`config.mk`:
```
export PLATFORM = sky130hd
export DESIGN_NAME = display_arbiter_flat
export DESIGN_NICKNAME = d
export VERILOG_FILES = /design/src/rtl/display_arbiter_if.sv /design/src/rtl/display_arbiter.sv /design/src/flat_wrapper.sv
export SDC_FILE = /design/constraint.sdc
export NUM_CORES = 1
export LEC_CHECK = 0
export BUFFER_PORTS_ARGS = -buffer_cell sky130_fd_sc_hd__buf_2
export CAP_MARGIN = 15
export CORE_ASPECT_RATIO = 0.9
export CORE_MARGIN = 2
export CORE_UTILIZATION = 30
export CTS_CLUSTER_DIAMETER = 50
export DETAILED_ROUTE_END_ITERATION = 16
export PLACE_DENSITY_LB_ADDON = 0.08
export SETUP_SLACK_MARGIN = 0.4
export SLEW_MARGIN = 25
export SYNTH_ARGS = -nofsm -noshare
export SYNTH_HDL_FRONTEND = slang
export SYNTH_SLANG_ARGS = --single-unit
```
`constraint.sdc`:
```
create_clock -name clk -period 5.6 [get_ports clk]
set_clock_uncertainty 0.05 [all_clocks]
set_input_delay 1.12 -clock clk [delete_from_list [all_inputs] [get_ports clk]]
set_output_delay 1.12 -clock clk [all_outputs]
set_load 0.05 [all_outputs]
```
`src/rtl/display_arbiter_if.sv`:
```
//------------------------------------------------------------------------------
// display_arbiter_if : requester-side bundle and display pins of the arbiter.
// Revision: 1.0
//------------------------------------------------------------------------------
`default_nettype none

interface display_arbiter_if;
  logic        encendido;
  logic [2:0]  req;
  logic [27:0] client0_digits;
  logic [27:0] client1_digits;
  logic [27:0] client2_digits;
  logic [2:0]  grant;
  logic        busy;
  logic [6:0]  display_controlador;
  logic [3:0]  enable_display;

  modport master (
    output encendido,
    output req,
    output client0_digits,
    output client1_digits,
    output client2_digits,
    input  grant,
    input  busy,
    input  display_controlador,
    input  enable_display
  );

  modport slave (
    input  encendido,
    input  req,
    input  client0_digits,
    input  client1_digits,
    input  client2_digits,
    output grant,
    output busy,
    output display_controlador,
    output enable_display
  );
endinterface

`default_nettype wire

```
`src/rtl/display_arbiter.sv`:
```
//------------------------------------------------------------------------------
// display_arbiter : fixed-priority owner of the 4-digit 7-seg display with hold,
// blanking and scan multiplexing. Option macro: DISPLAY_ARB_ALERT_PREEMPT_EN.
// Revision: 1.0
//------------------------------------------------------------------------------
`default_nettype none

module display_arbiter #(
  parameter int SCAN_DIV     = 50000,
  parameter int HOLD_CYCLES  = 1000000,
  parameter int BLANK_CYCLES = 64
) (
  input  wire logic         clk,
  input  wire logic         rst_n,
  display_arbiter_if.slave  bus
);

  localparam int c_SCAN_W  = (SCAN_DIV     > 1) ? $clog2(SCAN_DIV)     : 1;
  localparam int c_HOLD_W  = (HOLD_CYCLES  > 1) ? $clog2(HOLD_CYCLES)  : 1;
  localparam int c_BLANK_W = (BLANK_CYCLES > 1) ? $clog2(BLANK_CYCLES) : 1;

  localparam logic [c_SCAN_W-1:0]  c_SCAN_LAST  = c_SCAN_W'(SCAN_DIV - 1);
  localparam logic [c_HOLD_W-1:0]  c_HOLD_LOAD  = c_HOLD_W'(HOLD_CYCLES - 1);
  localparam logic [c_BLANK_W-1:0] c_BLANK_LAST = c_BLANK_W'(BLANK_CYCLES - 1);

  localparam logic [6:0] c_SEG_OFF = 7'h7F;
  localparam logic [3:0] c_EN_OFF  = 4'hF;

  generate
    if (SCAN_DIV < 1 || HOLD_CYCLES < 1 || BLANK_CYCLES < 1) begin : g_param_check
      $error("display_arbiter: SCAN_DIV, HOLD_CYCLES and BLANK_CYCLES must all be >= 1");
    end
  endgenerate

  typedef enum logic [1:0] {
    S_IDLE   = 2'd0,
    S_GRANT  = 2'd1,
    S_SWITCH = 2'd2
  } state_t;

  state_t                 r_state;
  logic [2:0]             r_grant;
  logic                   r_busy;
  logic [6:0]             r_seg;
  logic [3:0]             r_en;
  logic [1:0]             r_digit;
  logic [c_SCAN_W-1:0]    r_scan_cnt;
  logic [c_HOLD_W-1:0]    r_hold_cnt;
  logic [c_BLANK_W-1:0]   r_blank_cnt;

  logic [2:0]  w_pick;
  logic [2:0]  w_higher;
  logic        w_hold_done;
  logic        w_release;
  logic        w_preempt;
  logic        w_leave;
  logic [27:0] w_owner_digits;
  logic [6:0]  w_owner_seg;

  always_comb begin
    w_pick = 3'b000;
    if (bus.req[2])      w_pick = 3'b100;
    else if (bus.req[1]) w_pick = 3'b010;
    else if (bus.req[0]) w_pick = 3'b001;
  end

  // Mask of clients that outrank the current owner.
  assign w_higher    = bus.req & {r_grant[1] | r_grant[0], r_grant[0], 1'b0};
  assign w_hold_done = (r_hold_cnt == '0);
  assign w_release   = ~|(bus.req & r_grant);

`ifdef DISPLAY_ARB_ALERT_PREEMPT_EN
  assign w_preempt = ((|w_higher) & w_hold_done) | (bus.req[2] & ~r_grant[2]);
`else
  assign w_preempt = (|w_higher) & w_hold_done;
`endif

  assign w_leave = w_release | w_preempt;

  always_comb begin
    w_owner_digits = bus.client0_digits;
    if (r_grant[2])      w_owner_digits = bus.client2_digits;
    else if (r_grant[1]) w_owner_digits = bus.client1_digits;
  end

  always_comb begin
    w_owner_seg = w_owner_digits[6:0];
    case (r_digit)
      2'd0:    w_owner_seg = w_owner_digits[6:0];
      2'd1:    w_owner_seg = w_owner_digits[13:7];
      2'd2:    w_owner_seg = w_owner_digits[20:14];
      default: w_owner_seg = w_owner_digits[27:21];
    endcase
  end

  always_ff @(posedge clk or negedge rst_n) begin
    if (!rst_n) begin
      r_state     <= S_IDLE;
      r_grant     <= 3'b000;
      r_busy      <= 1'b0;
      r_seg       <= c_SEG_OFF;
      r_en        <= c_EN_OFF;
      r_digit     <= 2'd0;
      r_scan_cnt  <= '0;
      r_hold_cnt  <= '0;
      r_blank_cnt <= '0;
    end else if (!bus.encendido) begin
      r_state     <= S_IDLE;
      r_grant     <= 3'b000;
      r_busy      <= 1'b0;
      r_seg       <= c_SEG_OFF;
      r_en        <= c_EN_OFF;
      r_digit     <= 2'd0;
      r_scan_cnt  <= '0;
      r_hold_cnt  <= '0;
      r_blank_cnt <= '0;
    end else begin
      case (r_state)
        S_IDLE: begin
          r_seg <= c_SEG_OFF;
          r_en  <= c_EN_OFF;
          if (|bus.req) begin
            r_state    <= S_GRANT;
            r_grant    <= w_pick;
            r_busy     <= 1'b1;
            r_hold_cnt <= c_HOLD_LOAD;
            r_digit    <= 2'd0;
            r_scan_cnt <= '0;
          end
        end

        S_GRANT: begin
          if (w_leave) begin
            r_state     <= S_SWITCH;
            r_grant     <= 3'b000;
            r_blank_cnt <= '0;
            r_seg       <= c_SEG_OFF;
            r_en        <= c_EN_OFF;
          end else begin
            // Pins lag the digit register by one cycle.
            r_en  <= ~(4'b0001 << r_digit);
            r_seg <= w_owner_seg;
            if (!w_hold_done) begin
              r_hold_cnt <= r_hold_cnt - 1'b1;
            end
            if (r_scan_cnt == c_SCAN_LAST) begin
              r_scan_cnt <= '0;
              r_digit    <= r_digit + 1'b1;
            end else begin
              r_scan_cnt <= r_scan_cnt + 1'b1;
            end
          end
        end

        S_SWITCH: begin
          r_seg <= c_SEG_OFF;
          r_en  <= c_EN_OFF;
          if (r_blank_cnt == c_BLANK_LAST) begin
            if (|bus.req) begin
              r_state    <= S_GRANT;
              r_grant    <= w_pick;
              r_hold_cnt <= c_HOLD_LOAD;
              r_digit    <= 2'd0;
              r_scan_cnt <= '0;
            end else begin
              r_state <= S_IDLE;
              r_busy  <= 1'b0;
            end
          end else begin
            r_blank_cnt <= r_blank_cnt + 1'b1;
          end
        end

        default: begin
          r_state <= S_IDLE;
          r_grant <= 3'b000;
          r_busy  <= 1'b0;
          r_seg   <= c_SEG_OFF;
          r_en    <= c_EN_OFF;
        end
      endcase
    end
  end

  assign bus.grant               = r_grant;
  assign bus.busy                = r_busy;
  assign bus.display_controlador = r_seg;
  assign bus.enable_display      = r_en;

endmodule

`default_nettype wire

```
`src/flat_wrapper.sv`:
```
// flat-port wrapper written by rule: the top's interface ports become plain ports
module display_arbiter_flat 
#(
  parameter int SCAN_DIV     = 50000,
  parameter int HOLD_CYCLES  = 1000000,
  parameter int BLANK_CYCLES = 64
)
  (clk, rst_n, bus_encendido, bus_req, bus_client0_digits, bus_client1_digits, bus_client2_digits, bus_grant, bus_busy, bus_display_controlador, bus_enable_display);
  display_arbiter_if bus_i ();
  input  wire logic clk;
  input  wire logic rst_n;
  input wire logic [$bits(bus_i.encendido)-1:0] bus_encendido;
  input wire logic [$bits(bus_i.req)-1:0] bus_req;
  input wire logic [$bits(bus_i.client0_digits)-1:0] bus_client0_digits;
  input wire logic [$bits(bus_i.client1_digits)-1:0] bus_client1_digits;
  input wire logic [$bits(bus_i.client2_digits)-1:0] bus_client2_digits;
  output wire logic [$bits(bus_i.grant)-1:0] bus_grant;
  output wire logic [$bits(bus_i.busy)-1:0] bus_busy;
  output wire logic [$bits(bus_i.display_controlador)-1:0] bus_display_controlador;
  output wire logic [$bits(bus_i.enable_display)-1:0] bus_enable_display;
  assign bus_i.encendido = bus_encendido;
  assign bus_i.req = bus_req;
  assign bus_i.client0_digits = bus_client0_digits;
  assign bus_i.client1_digits = bus_client1_digits;
  assign bus_i.client2_digits = bus_client2_digits;
  assign bus_grant = bus_i.grant;
  assign bus_busy = bus_i.busy;
  assign bus_display_controlador = bus_i.display_controlador;
  assign bus_enable_display = bus_i.enable_display;
  display_arbiter #(.SCAN_DIV(SCAN_DIV), .HOLD_CYCLES(HOLD_CYCLES), .BLANK_CYCLES(BLANK_CYCLES)) u_core (.clk(clk), .rst_n(rst_n), .bus(bus_i));
endmodule
```
# ---- Word level (Yosys, flattened, before mapping)
# Cells that the tools add are included.
dict set report totals {
  latchBits 0
  rom_bits 0
  output_inout_bits 15
  mem_bits_rw 0
  mem_count 0
  register_bits 61
  elab_cells 101
}
dict set report op_classes {
  n_eq_ne 17
  order_cmp 0
  bitwise 6
  n_shift 1
  mul 0
  add_sub_neg 4
  reduce_logical 14
  n_mux 50
  div_mod_pow 0
}
# operator count
set ops {}
lappend ops {{two-way mux 20 bit} 5}
lappend ops {{two-way mux 16 bit} 5}
lappend ops {{case mux 20 bit (3 select lines)} 1}
lappend ops {{two-way mux 28 bit} 2}
lappend ops {{case mux 16 bit (3 select lines)} 1}
lappend ops {{two-way mux 7 bit} 3}
lappend ops {{case mux 7 bit (3 select lines)} 1}
lappend ops {{zero test 20 bit} 1}
lappend ops {{subtractor 20 x 1 -> 20 bit (second input constant)} 1}
lappend ops {{two-way mux 2 bit} 9}
lappend ops {{two-way mux 3 bit} 6}
lappend ops {{two-way mux 6 bit} 3}
lappend ops {{adder 16 x 1 -> 16 bit (second input constant)} 1}
lappend ops {{== test 16 bit (second input constant)} 1}
lappend ops {{two-way mux 4 bit} 3}
lappend ops {{!= test 3 x 2 -> 1 bit (second input constant)} 4}
lappend ops {{!= test 3 bit (second input constant)} 4}
lappend ops {{case mux 2 bit (3 select lines)} 2}
lappend ops {{case mux 6 bit (2 select lines)} 1}
lappend ops {{AND reduction 4 bit} 3}
lappend ops {{case mux 3 bit (3 select lines)} 1}
lappend ops {{AND reduction 3 bit} 3}
lappend ops {{OR reduction 3 bit} 3}
lappend ops {{adder 6 x 1 -> 6 bit (second input constant)} 1}
lappend ops {{other kinds (17)} 27}

# ---- Logic depth before layout (Yosys ltp)
# Gate-level depths: netlist of run 1.
dict set report logic_depth {
  word_depth 8
  ltp_mapped 9
  ltp_nobuf 7
}

# ---- Worst setup path after synthesis of run 1
# No wires, ideal clock.
dict set report synth_path {
  path_kind {in2reg}
  start {input port bus_req[2]}
  end {register u_core.r_hold_cnt[3]}
  arrival_ps 2730
  path_buffers 3
  setup_slack_ps 2719
  stages 8
  setup_time_ps 101
  t_required_ps 5449
  cell_sequence {clkbuf_1 a222oi_1 nand2b_1 o311a_1 buf_2 buf_1 a21oi_1 nor4_1}
}
dict set report synth_between {
  elab_chain_len 6
  word_cells_on_any_way 14
  classes_between {eq/ne (1); mux (4); bitwise (4); reduce/logical (5)}
}
# element line
set synth_rtl {}
lappend synth_rtl {{start, declared} flat_wrapper.sv:13} ;# input wire logic [$bits(bus_i.req)-1:0] bus_req;
lappend synth_rtl {{bitwise AND 3 bit (on tied branches)} {display_arbiter.sv:68, display_arbiter.sv:70}}
lappend synth_rtl {{OR reduction 3 bit (on tied branches)} {display_arbiter.sv:75, display_arbiter.sv:70}}
lappend synth_rtl {{bitwise AND 1 bit / zero test 1 bit (equally long branches)} {display_arbiter.sv:75, display_arbiter.sv:70}}
lappend synth_rtl {{OR 1 bit} display_arbiter.sv:78} ;# assign w_leave = w_release | w_preempt;
lappend synth_rtl {{!= test 3 bit (no source line)} n/a}
lappend synth_rtl {{AND reduction 4 bit (no source line)} n/a}
lappend synth_rtl {{end signal, assigned} display_arbiter.sv:126} ;# r_hold_cnt <= c_HOLD_LOAD;
lappend synth_rtl {{end signal, assigned} display_arbiter.sv:144} ;# r_hold_cnt <= r_hold_cnt - 1'b1;
lappend synth_rtl {{end signal, assigned} display_arbiter.sv:162} ;# r_hold_cnt <= c_HOLD_LOAD;
lappend synth_rtl {{end, declared} display_arbiter.sv:48} ;# logic [c_HOLD_W-1:0] r_hold_cnt;
# Parallel ways exist; a longest one is shown, timed or not. The select of a mux whose other input is x is not followed.
# A chain may end at the register's enable or synchronous reset.

# ---- Worst setup path in the final report of run 1
dict set report layout_path {
  start {input port bus_req[0]}
  end {register u_core.r_scan_cnt[1]}
}
dict set report layout_between {
  elab_chain_len 6
  word_cells_on_any_way 14
  classes_between {eq/ne (1); mux (4); bitwise (4); reduce/logical (5)}
}
# element line
set layout_rtl {}
lappend layout_rtl {{bitwise AND 3 bit (on tied branches)} {display_arbiter.sv:68, display_arbiter.sv:70}}
lappend layout_rtl {{OR reduction 3 bit (on tied branches)} {display_arbiter.sv:75, display_arbiter.sv:70}}
lappend layout_rtl {{bitwise AND 1 bit / zero test 1 bit (equally long branches)} {display_arbiter.sv:75, display_arbiter.sv:70}}
lappend layout_rtl {{OR 1 bit} display_arbiter.sv:78}
lappend layout_rtl {{!= test 3 bit (no source line)} n/a}
lappend layout_rtl {{AND reduction 3 bit (no source line)} n/a}
lappend layout_rtl {{end signal, assigned} display_arbiter.sv:150} ;# r_scan_cnt <= r_scan_cnt + 1'b1;
lappend layout_rtl {{end, declared} display_arbiter.sv:47} ;# logic [c_SCAN_W-1:0] r_scan_cnt;
# Parallel ways exist; a longest one is shown, timed or not. The select of a mux whose other input is x is not followed.

==> out/metrics.cfg, run 1 <==
[pwr]
swShare_pct = 30.9
peakVddDrop_uv = 136
pwr-share-clk_pct = 40.2
power.density_nw_per_um2 = 272
fin_total_pwr_mw = 1.37
leakagePower_nw = 2.14
p_comb_share_pct = 22.2
p_int_uw = 949
total_switching_power_uw = 425
seqPwrFrac_pct = 37.6

[yosys]
synth_cell_types = 61
synthMuxAreaShare_pct = 9.86
syn_area_sq_um = 4110
synth_edf_count = 0
synth-simple-area-share_pct = 21.5
yosysSeqAreaShare_pct = 37.5
synth_adder_area_share_pct = 2.74
synth-seq-cells = 61
avgSynthCellArea_sq_um = 8.88
synth_compound_area_share_pct = 24.3
synth_flop_cell = dfrtp_1
synthArstFlopShare_pct = 100
ys.warnings.count = 0
synth-xor-area-share_pct = 0.426
synthCells = 463
syn_nets = 562
synth_top_family_by_area = compound AO/OA/AOI/OAI gates

[flow_run]
maxCapViolCount = 0

[global_route]
grt_pass1_vias = 3921
antenna_found_initial = 0
grt_start_max_net_pins = 62
grt_overflow = 0
grt_pass1_wl_mm = 20.4
grt.total_usage_pct = 17.4

[setup_path]
cp_max_fo = 18
worst_r2r_path_depth = 5
critPathLaunch = bus_req[0]
worstSetupStartpointType = primary input
timing.rr.start = u_core.bus.grant[2]$_DFFE_PN0P_
cp.required_ps = 5740
critPathCapture = u_core.r_scan_cnt[1]$_DFFE_PN0P_
r2r_slack_ps = 2590
r2r_end = u_core.r_scan_cnt[1]$_DFFE_PN0P_
cp-end-kind = flip-flop
critPathKind = primary input to flip-flop
crit_arrival_ps = 3400

[place]
place.gp.congestion = 0.886
pre_cts_ws_ps = 2020
portBuffers = 104
place_hpwl_mm = 8.97

[detailed_routing]
viasPerCell = 5.59
routedWlPerCell_microns = 17.2
dr.pass1.iters = 5
drt-total-wl_mm = 12.4
drc = 0
num_vias = 4052
drt_iter0_drc = 427
ant_nets = 0

[clock_network]
cts_buffers = 9
clock_path_buffers = 2
htreeDepth = 3
cts_tree = yes
worstSkewPairLatency_ps = 330
clkSinkCount = 61
cts.repair.resized = 0
clk_pin_slew_ps = 50
cts_root_buf = clkbuf_16
post_cts_buffers = 0
cts_hold_buf = 0

[worst_hold_path]
holdPathStages = 2
min_path_type = flip-flop to flip-flop

[sta]
hold_violations = 0
clock.fmax_ghz = 0.307
relSlewSlack_pct = 34.3
final-setup-viol-count = 0
fin_crit_ps = 3260
tightest_slew_ps = 976
setup_ws_ps = 2340
drv_slew = 0
fin_tns_setup_ps = 0
finalCritPeriodShare_pct = 58.2
rsz0062_at_grt = false

[finish]
n_antenna_cell = 0
synthToLayoutAreaGrowth_pct = 22.8
finalNetCount = 651
drive_gt1_share_pct = 31.8

[floorplan]
io_pins = 105
die_y_microns = 115
fp.dieW_microns = 127
rows = 40
fp.dieArea_sq_um = 14700
start_util_pct = 30.8
coreArea_sq_um = 13400

[outcome]
status = completed

## cells in the mapped netlist (all sizes together) (3+ instances only)
master,count,area share [%]
dfstp,11,7.0
nor2,31,3.0
ha,9,2.7
nor2b,3,0.46
mux2,28,7.7
or3,5,0.76
buf,10,1.2
nand4,5,0.76
nand2,42,3.8
and2,5,0.76
a211oi,4,0.73
nand3,18,2.2
nand3b,3,0.55
a21oi,22,2.7
or2,3,0.46
a2bb2oi,6,1.3
a31oi,23,3.5
and3,6,0.91
mux2i,9,2.2
o31ai,9,1.6
dfrtp,50,30
o21ba,3,0.73
a21o,3,0.55
nor4,13,2.5
o21ai,44,5.4
inv,7,0.64
nand2b,7,1.1
nor3,15,1.8
clkbuf,20,1.8
a222oi,15,3.7
or4,6,1.2
## cells by family after synthesis
kind of cell,Yosys count
AOI/OAI and AO/OA,149
muxes,37
DFF,61
buffers and inverters,37
and+or+nand+nor,168
adders and majority gates,9
xor gates and xnor gates,2
## flip-flops by register name, summed over array words and instances, names as in the netlist
name	flops
u_core.bus.busy	1
u_core.bus.display_controlador	7
u_core.bus.enable_display	4
u_core.bus.grant	3
u_core.r_blank_cnt	6
u_core.r_digit	2
u_core.r_hold_cnt	20
u_core.r_scan_cnt	16
u_core.r_state	2
## critical path, stage by stage
cell      delay, ps
buf_2           120
a222oi_1        680
nand2b_1        210
o311a_1         670
or2_1           430
o21ai_0         150
## worst min path at each step
stage                                         to                               from  slack [ps]
6_report        u_core.r_hold_cnt[7]$_DFFE_PN0P_   u_core.r_hold_cnt[7]$_DFFE_PN0P_         480
5_1_grt        u_core.r_hold_cnt[10]$_DFFE_PN0P_  u_core.r_hold_cnt[10]$_DFFE_PN0P_         510
4_1_cts         u_core.r_hold_cnt[7]$_DFFE_PN0P_   u_core.r_hold_cnt[7]$_DFFE_PN0P_         480
3_5_place_dp    u_core.r_hold_cnt[7]$_DFFE_PN0P_   u_core.r_hold_cnt[7]$_DFFE_PN0P_         460
3_3_place_gp    u_core.r_hold_cnt[7]$_DFFE_PN0P_   u_core.r_hold_cnt[7]$_DFFE_PN0P_         450
2_1_floorplan  u_core.r_hold_cnt[10]$_DFFE_PN0P_  u_core.r_hold_cnt[10]$_DFFE_PN0P_         420
## layout make-up
type	count	area (sq um)
Timing Repair Buffer	108	551
Clock inverter	5	50.0
Tap cell	168	210
Inverter	7	26.3
Sequential cell	61	1540
Clock buffer	11	243
Multi-Input combinational cell	365	2430
Fill cell	1348	8320
## placed cells by master (no fill, tap or decap), types with 11 or more instances in the layout
| master | count |
|---|---|
| a31oi_1 | 22 |
| mux2_2 | 28 |
| dfrtp_1 | 50 |
| nand2_1 | 42 |
| a21oi_1 | 22 |
| nand3_1 | 18 |
| a222oi_1 | 15 |
| nor4_1 | 11 |
| nor3_1 | 15 |
| dfstp_2 | 11 |
| buf_2 | 104 |
| nor2_1 | 29 |
| o21ai_0 | 44 |
## per-stage QoR
step,hold slack [ps],area [sq um],cells,util [%]
5_1_grt,512,5050,725,37.8
2_1_floorplan,417,4110,463,-
4_1_cts,478,5040,725,37.7
3_5_place_dp,465,4750,709,35.6
6_report,476,5050,725,37.8
3_3_place_gp,454,4740,709,35.5
## power by group through the flow
| stage | clock (mW) | combinational (mW) | sequential [mW] |
|---|---|---|---|
| after floorplan | 0 | 0.205 | 0.519 |
| after detailed placement | 0 | 0.306 | 0.522 |
| after global placement | 0 | 0.304 | 0.522 |
| after global routing | 0.589 | 0.340 | 0.523 |
| after CTS | 0.569 | 0.306 | 0.515 |
| final | 0.552 | 0.305 | 0.516 |
## metal layers
layer  global-route usage (%)  vias to the layer above  part of all wire (%)
li1                         -                     1958                     -
met3                     3.54                       13                   5.5
met4                     4.98                        0                   1.3
met1                     24.3                     1953                    50
met2                     27.3                      128                    43
met5                        0                        -                     0
No activity file was read; power rests on OpenSTA's default activity.
==> run 2, diff against run 1 <==
==> constraint.sdc (replaced) <==
create_clock -name clk -period 2.8 [get_ports clk]
set_clock_uncertainty 0.05 [all_clocks]
set_input_delay 0.56 -clock clk [delete_from_list [all_inputs] [get_ports clk]]
set_output_delay 0.56 -clock clk [all_outputs]
set_load 0.05 [all_outputs]
==> run 2 against run 1 <==
  * Register-to-register slack lost 2200 ps
  * Worst hold slack worse by 330 ps
  * Cell area rose by 7.4%
  * Wire length up 6.0%
  * Die area stayed put
  * Sequential cell count unchanged
  * First-iteration DRC count down 16%
  * Cell count up 4.3%
  * Non-clock buffer count rose by 30
  * Combinational power is 140% higher
  * Critical path type is now flip-flop to flip-flop
  * Count of clock-buffer cells in the layout unchanged
==> out/metrics.cfg, run 2 (synthesis gave the netlist of run 1 again) <==
[outcome]
status = completed

[finish]
multi_input_area_sq_um = 2550
n_antenna_cell = 0
drive_gt1_share_pct = 38.1
fin_area_sq_um = 5420
largest_register = u_core.r_hold_cnt
seqCellArea_sq_um = 1540
finalNetCount = 682
fillers = 1340
largest_reg_flops = 20
final_cell_mix = buf_2, dfrtp_1, nand2_1
synthToLayoutAreaGrowth_pct = 31.8
final_common_cell = buf_2

[detailed_routing]
drt-total-wl_mm = 13.2
drt_iter0_drc = 360
routedWlPerCell_microns = 17.4
dr.pass1.iters = 5
num_vias = 4246
drc = 0
viasPerCell = 5.62
ant_nets = 0

[setup_path]
worst_r2r_path_depth = 6
cp-end-kind = flip-flop
worstSetupStartpointType = flip-flop
critPathKind = flip-flop to flip-flop
crit_arrival_ps = 2590
cp_max_fo = 5
cp.required_ps = 3020

[sta]
tightest_slew_ps = 657
finalCritPeriodShare_pct = 84.9
fin_tns_setup_ps = 0
hold_violations = 0
drv_slew = 0
fin_crit_ps = 2380
clock.fmax_ghz = 0.421
rsz0062_at_grt = true
final-setup-viol-count = 0
relSlewSlack_pct = 56.2

[floorplan]
fp.dieArea_sq_um = 14700
rows = 40
coreArea_sq_um = 13400
die_y_microns = 115
start_util_pct = 30.8
io_pins = 105
fp.dieW_microns = 127

[clock_network]
clkSinkCount = 61
cts_hold_buf = 0
cts_buffers = 9
worstSkewPairLatency_ps = 330
cts_tree = yes
htreeDepth = 3
clock_path_buffers = 2
clk_pin_slew_ps = 60
cts_root_buf = clkbuf_16

[global_route]
grt.total_usage_pct = 17.9
grt_pass1_vias = 4103
grt_overflow = 0
grt_pass1_wl_mm = 21.0
grt_start_max_net_pins = 30
antenna_found_initial = 0

[pwr]
peakVddDrop_uv = 302
power.density_nw_per_um2 = 540
leakagePower_nw = 2.33

[place]
place_area_sq_um = 4890
place_hpwl_mm = 9.33
portBuffers = 104
place.gp.congestion = 0.857

[worst_hold_path]
min_path_type = primary input to async pin

[flow_run]
maxCapViolCount = 0

## run 2: cell type report
| cell class | count | share of cell area [%] |
|---|---|---|
| inverter | 7 | 0.485 |
| clock buffer | 11 | 4.30 |
| timing repair buffer | 138 | 14.4 |
| sequential | 61 | 28.5 |
| multi-input combinational | 366 | 47.1 |
| clock inverter | 5 | 1.39 |
| tap | 168 | 3.88 |
## run 2: repair_timing
item | in CTS | in global routing
resized for setup | 13 | 22
buffers inserted | 0 | 11
pin swaps | 1 | 15
gates cloned | 0 | 1
setup endpoints to repair | 42 | 26
## run 2: power breakdown
| part | total (mW) | leakage, nW | switching, mW | internal [mW] |
|---|---|---|---|---|
| Sequential | 1.02 | 0.779 | 0.0752 | 0.947 |
| Clock | 1.18 | 0.153 | 0.403 | 0.775 |
| Combinational | 0.725 | 1.39 | 0.411 | 0.314 |
## run 2: critical path: stages, from the launching register on
cell and delay [ps]:
dfrtp_1 410, or4_4 560, or4_4 540, nor4_4 240
buf_4 200, or2_4 170, o21ba_2 140
## run 2: final timing paths
check	start	end	slack [ps]
max	u_core.r_hold_cnt[17]$_DFFE_PN0P_	u_core.r_scan_cnt[9]$_DFFE_PN0P_	420
min	rst_n	u_core.bus.busy$_DFFE_PN0P_	150
max reg2reg	u_core.r_hold_cnt[17]$_DFFE_PN0P_	u_core.r_scan_cnt[9]$_DFFE_PN0P_	420
min reg2reg	u_core.r_hold_cnt[12]$_DFFE_PN0P_	u_core.r_hold_cnt[12]$_DFFE_PN0P_	470
max in group asynchronous	rst_n	u_core.bus.enable_display[3]$_DFF_PN1_	1800
min in group clk	u_core.r_hold_cnt[12]$_DFFE_PN0P_	u_core.r_hold_cnt[12]$_DFFE_PN0P_	470
## run 2: stage by stage
stage	std cells	hold slack (ps)	utilization [%]	total power [mW]	setup slack, ps
floorplan	463	214	-	1.45	410
CTS	744	152	39.3	2.90	420
finish	756	148	40.5	2.92	424
global route	756	176	40.5	3.08	367
global placement	728	449	36.6	1.68	212
detailed placement	728	456	36.6	1.69	162
## run 2: per-layer routing
| layer | track usage (%) | vias up | part of all wire, % |
|---|---|---|---|
| li1 | - | 2021 | - |
| met1 | 24.8 | 2057 | 47 |
| met2 | 28.5 | 152 | 45 |
| met3 | 4.00 | 16 | 6.4 |
| met4 | 4.40 | 0 | 1.3 |
| met5 | 0 | - | 0 |
==> run 3, diff against run 2 <==
==> constraint.sdc (replaced) <==
create_clock -name clk -period 2.3 [get_ports clk]
set_clock_uncertainty 0.05 [all_clocks]
set_input_delay 0.46 -clock clk [delete_from_list [all_inputs] [get_ports clk]]
set_output_delay 0.46 -clock clk [all_outputs]
set_load 0.05 [all_outputs]
==> run 3 against run 2 <==
  * Combinational power up 56%
  * Clock power is 15% higher
  * Via count is 4.4% higher
  * Cell area grew 13%
  * Worst hold slack lost 110 ps
  * Sequential share of layout area shrank 3.3 points
  * Critical path depth decreased by 1
  * Critical endpoint is now u_core.r_hold_cnt[19]$_DFFE_PN0P_
  * Sequential power is 20% higher
==> out/metrics.cfg, run 3 (synthesis gave the netlist of run 1 again) <==
[outcome]
status = completed

[pwr]
peakVddDrop_uv = 333
leakagePower_nw = 2.64
power.density_nw_per_um2 = 606
fin_total_pwr_mw = 3.71

[sta]
relSlewSlack_pct = 55.5
rsz0062_at_grt = true
drv_slew = 0
final-setup-viol-count = 0
setup_ws_ps = 43.2
tightest_slew_ps = 668
fin_crit_ps = 2260
finalCritPeriodShare_pct = 98.1
hold_violations = 0
clock.fmax_ghz = 0.443

[flow_run]
maxCapViolCount = 0

[detailed_routing]
routedWlPerCell_microns = 17.5
viasPerCell = 5.49
drt-total-wl_mm = 14.2
dr.pass1.iters = 5
drc = 0
num_vias = 4434
ant_nets = 0
drt_iter0_drc = 424

[clock_network]
cts_tree = yes
cts_root_buf = clkbuf_16
clkSinkCount = 61
cts_hold_buf = 0
htreeDepth = 3
clk_pin_slew_ps = 50
clock_path_buffers = 2
cts_buffers = 9
worstSkewPairLatency_ps = 330

[setup_path]
crit_arrival_ps = 2460
cp.required_ps = 2500
critPathKind = flip-flop to flip-flop
cp-end-kind = flip-flop
timing.rr.start = u_core.r_hold_cnt[4]$_DFFE_PN0P_
worstSetupStartpointType = flip-flop
cp_max_fo = 4
critPathLaunch = u_core.r_hold_cnt[4]$_DFFE_PN0P_

[floorplan]
rows = 40
coreArea_sq_um = 13400
start_util_pct = 30.8
io_pins = 105
fp.dieArea_sq_um = 14700
die_y_microns = 115
fp.dieW_microns = 127

[global_route]
grt_pass1_wl_mm = 22.3
grt_overflow = 0
grt_start_max_net_pins = 44
antenna_found_initial = 0
grt_pass1_vias = 4392
grt.total_usage_pct = 19.2

[place]
portBuffers = 104
place.gp.congestion = 0.831
place_hpwl_mm = 9.71
pre_cts_ws_ps = -5.19

[finish]
final_common_cell = buf_2
drive_gt1_share_pct = 47.1
largest_register = u_core.r_hold_cnt
largest_reg_flops = 20
synthToLayoutAreaGrowth_pct = 48.9
final_cell_mix = buf_2, buf_4, dfrtp_1
finalNetCount = 733
n_antenna_cell = 0

[worst_hold_path]
min_path_type = primary input to async pin

run 3: cell count changes in the layout (fill, tap and decap cells not counted), moves of 4 or more:
cell / delta
buf_4: +35
o21ai_0: -13
buf_6: +11
o21ai_1: +11
a31oi_1: -7
a31oi_4: +6
nor3_1: -4
nor3_2: +4
run 3: layer usage:
metal | vias to the layer above | global-route usage, % | wire length, microns
met2 | 147 | 30.3 | 6320
met4 | 0 | 5.57 | 250
met1 | 2132 | 26.9 | 6860
li1 | 2135 | - | -
met5 | - | 0 | 0
met3 | 20 | 3.68 | 728
run 3: final cells by class:
type,count,area [sq um]
Clock buffer,12,246
Clock inverter,4,47.5
Fill cell,1262,7240
Inverter,7,30.0
Multi-Input combinational cell,368,2810
Sequential cell,61,1550
Tap cell,168,210
Timing Repair Buffer,187,1230
run 3: critical path, cell delays in order (launching register included):
cell	delay, ps
dfrtp_1	380
or4_4	580
or3_4	390
or4_4	430
a211oi_2	190
a2bb2oi_1	160
run 3: repair_timing:
item,in CTS,in global routing
gates cloned,3,2
gates resized for setup,46,49
setup endpoints to repair,61,60
pin swaps,15,22
buffers inserted,10,12
run 3: final timing paths:
| check | cells past startpoint | slack, ps | endpoint |
|---|---|---|---|
| setup / recovery | 5 | 40 | u_core.r_hold_cnt[19]$_DFFE_PN0P_ |
| hold / removal | 1 | 30 | u_core.bus.busy$_DFFE_PN0P_ |
| setup reg to reg | 5 | 40 | u_core.r_hold_cnt[19]$_DFFE_PN0P_ |
| hold reg to reg | 2 | 500 | u_core.r_blank_cnt[1]$_DFFE_PN0P_ |
| max in group asynchronous | 2 | 1510 | u_core.bus.display_controlador[0]$_DFF_PN1_ |
| min in group clk | 3 | 370 | u_core.bus.grant[1]$_DFFE_PN0P_ |
run 3: report_power, final:
| part | total, mW | switching, mW | leakage, nW | internal [mW] |
|---|---|---|---|---|
| Combinational | 1.13 | 0.612 | 1.72 | 0.518 |
| Sequential | 1.22 | 0.0659 | 0.777 | 1.15 |
| Clock | 1.36 | 0.498 | 0.143 | 0.865 |
| Total | 3.71 | 1.18 | 2.64 | 2.53 |
run 3: stage by stage:
| stage | area (sq um) | cells | util (%) | TNS [ps] | hold slack (ps) |
|---|---|---|---|---|---|
| 2_1_floorplan | 4180 | 463 | - | -22.5 | 114 |
| 3_3_place_gp | 5220 | 764 | 39.1 | 0 | 390 |
| 3_5_place_dp | 5220 | 764 | 39.1 | -5.19 | 402 |
| 4_1_cts | 5790 | 793 | 43.3 | 0 | 46.7 |
| 5_1_grt | 6120 | 807 | 45.8 | -41.3 | 62.9 |
| 6_report | 6120 | 807 | 45.8 | 0 | 34.4 |
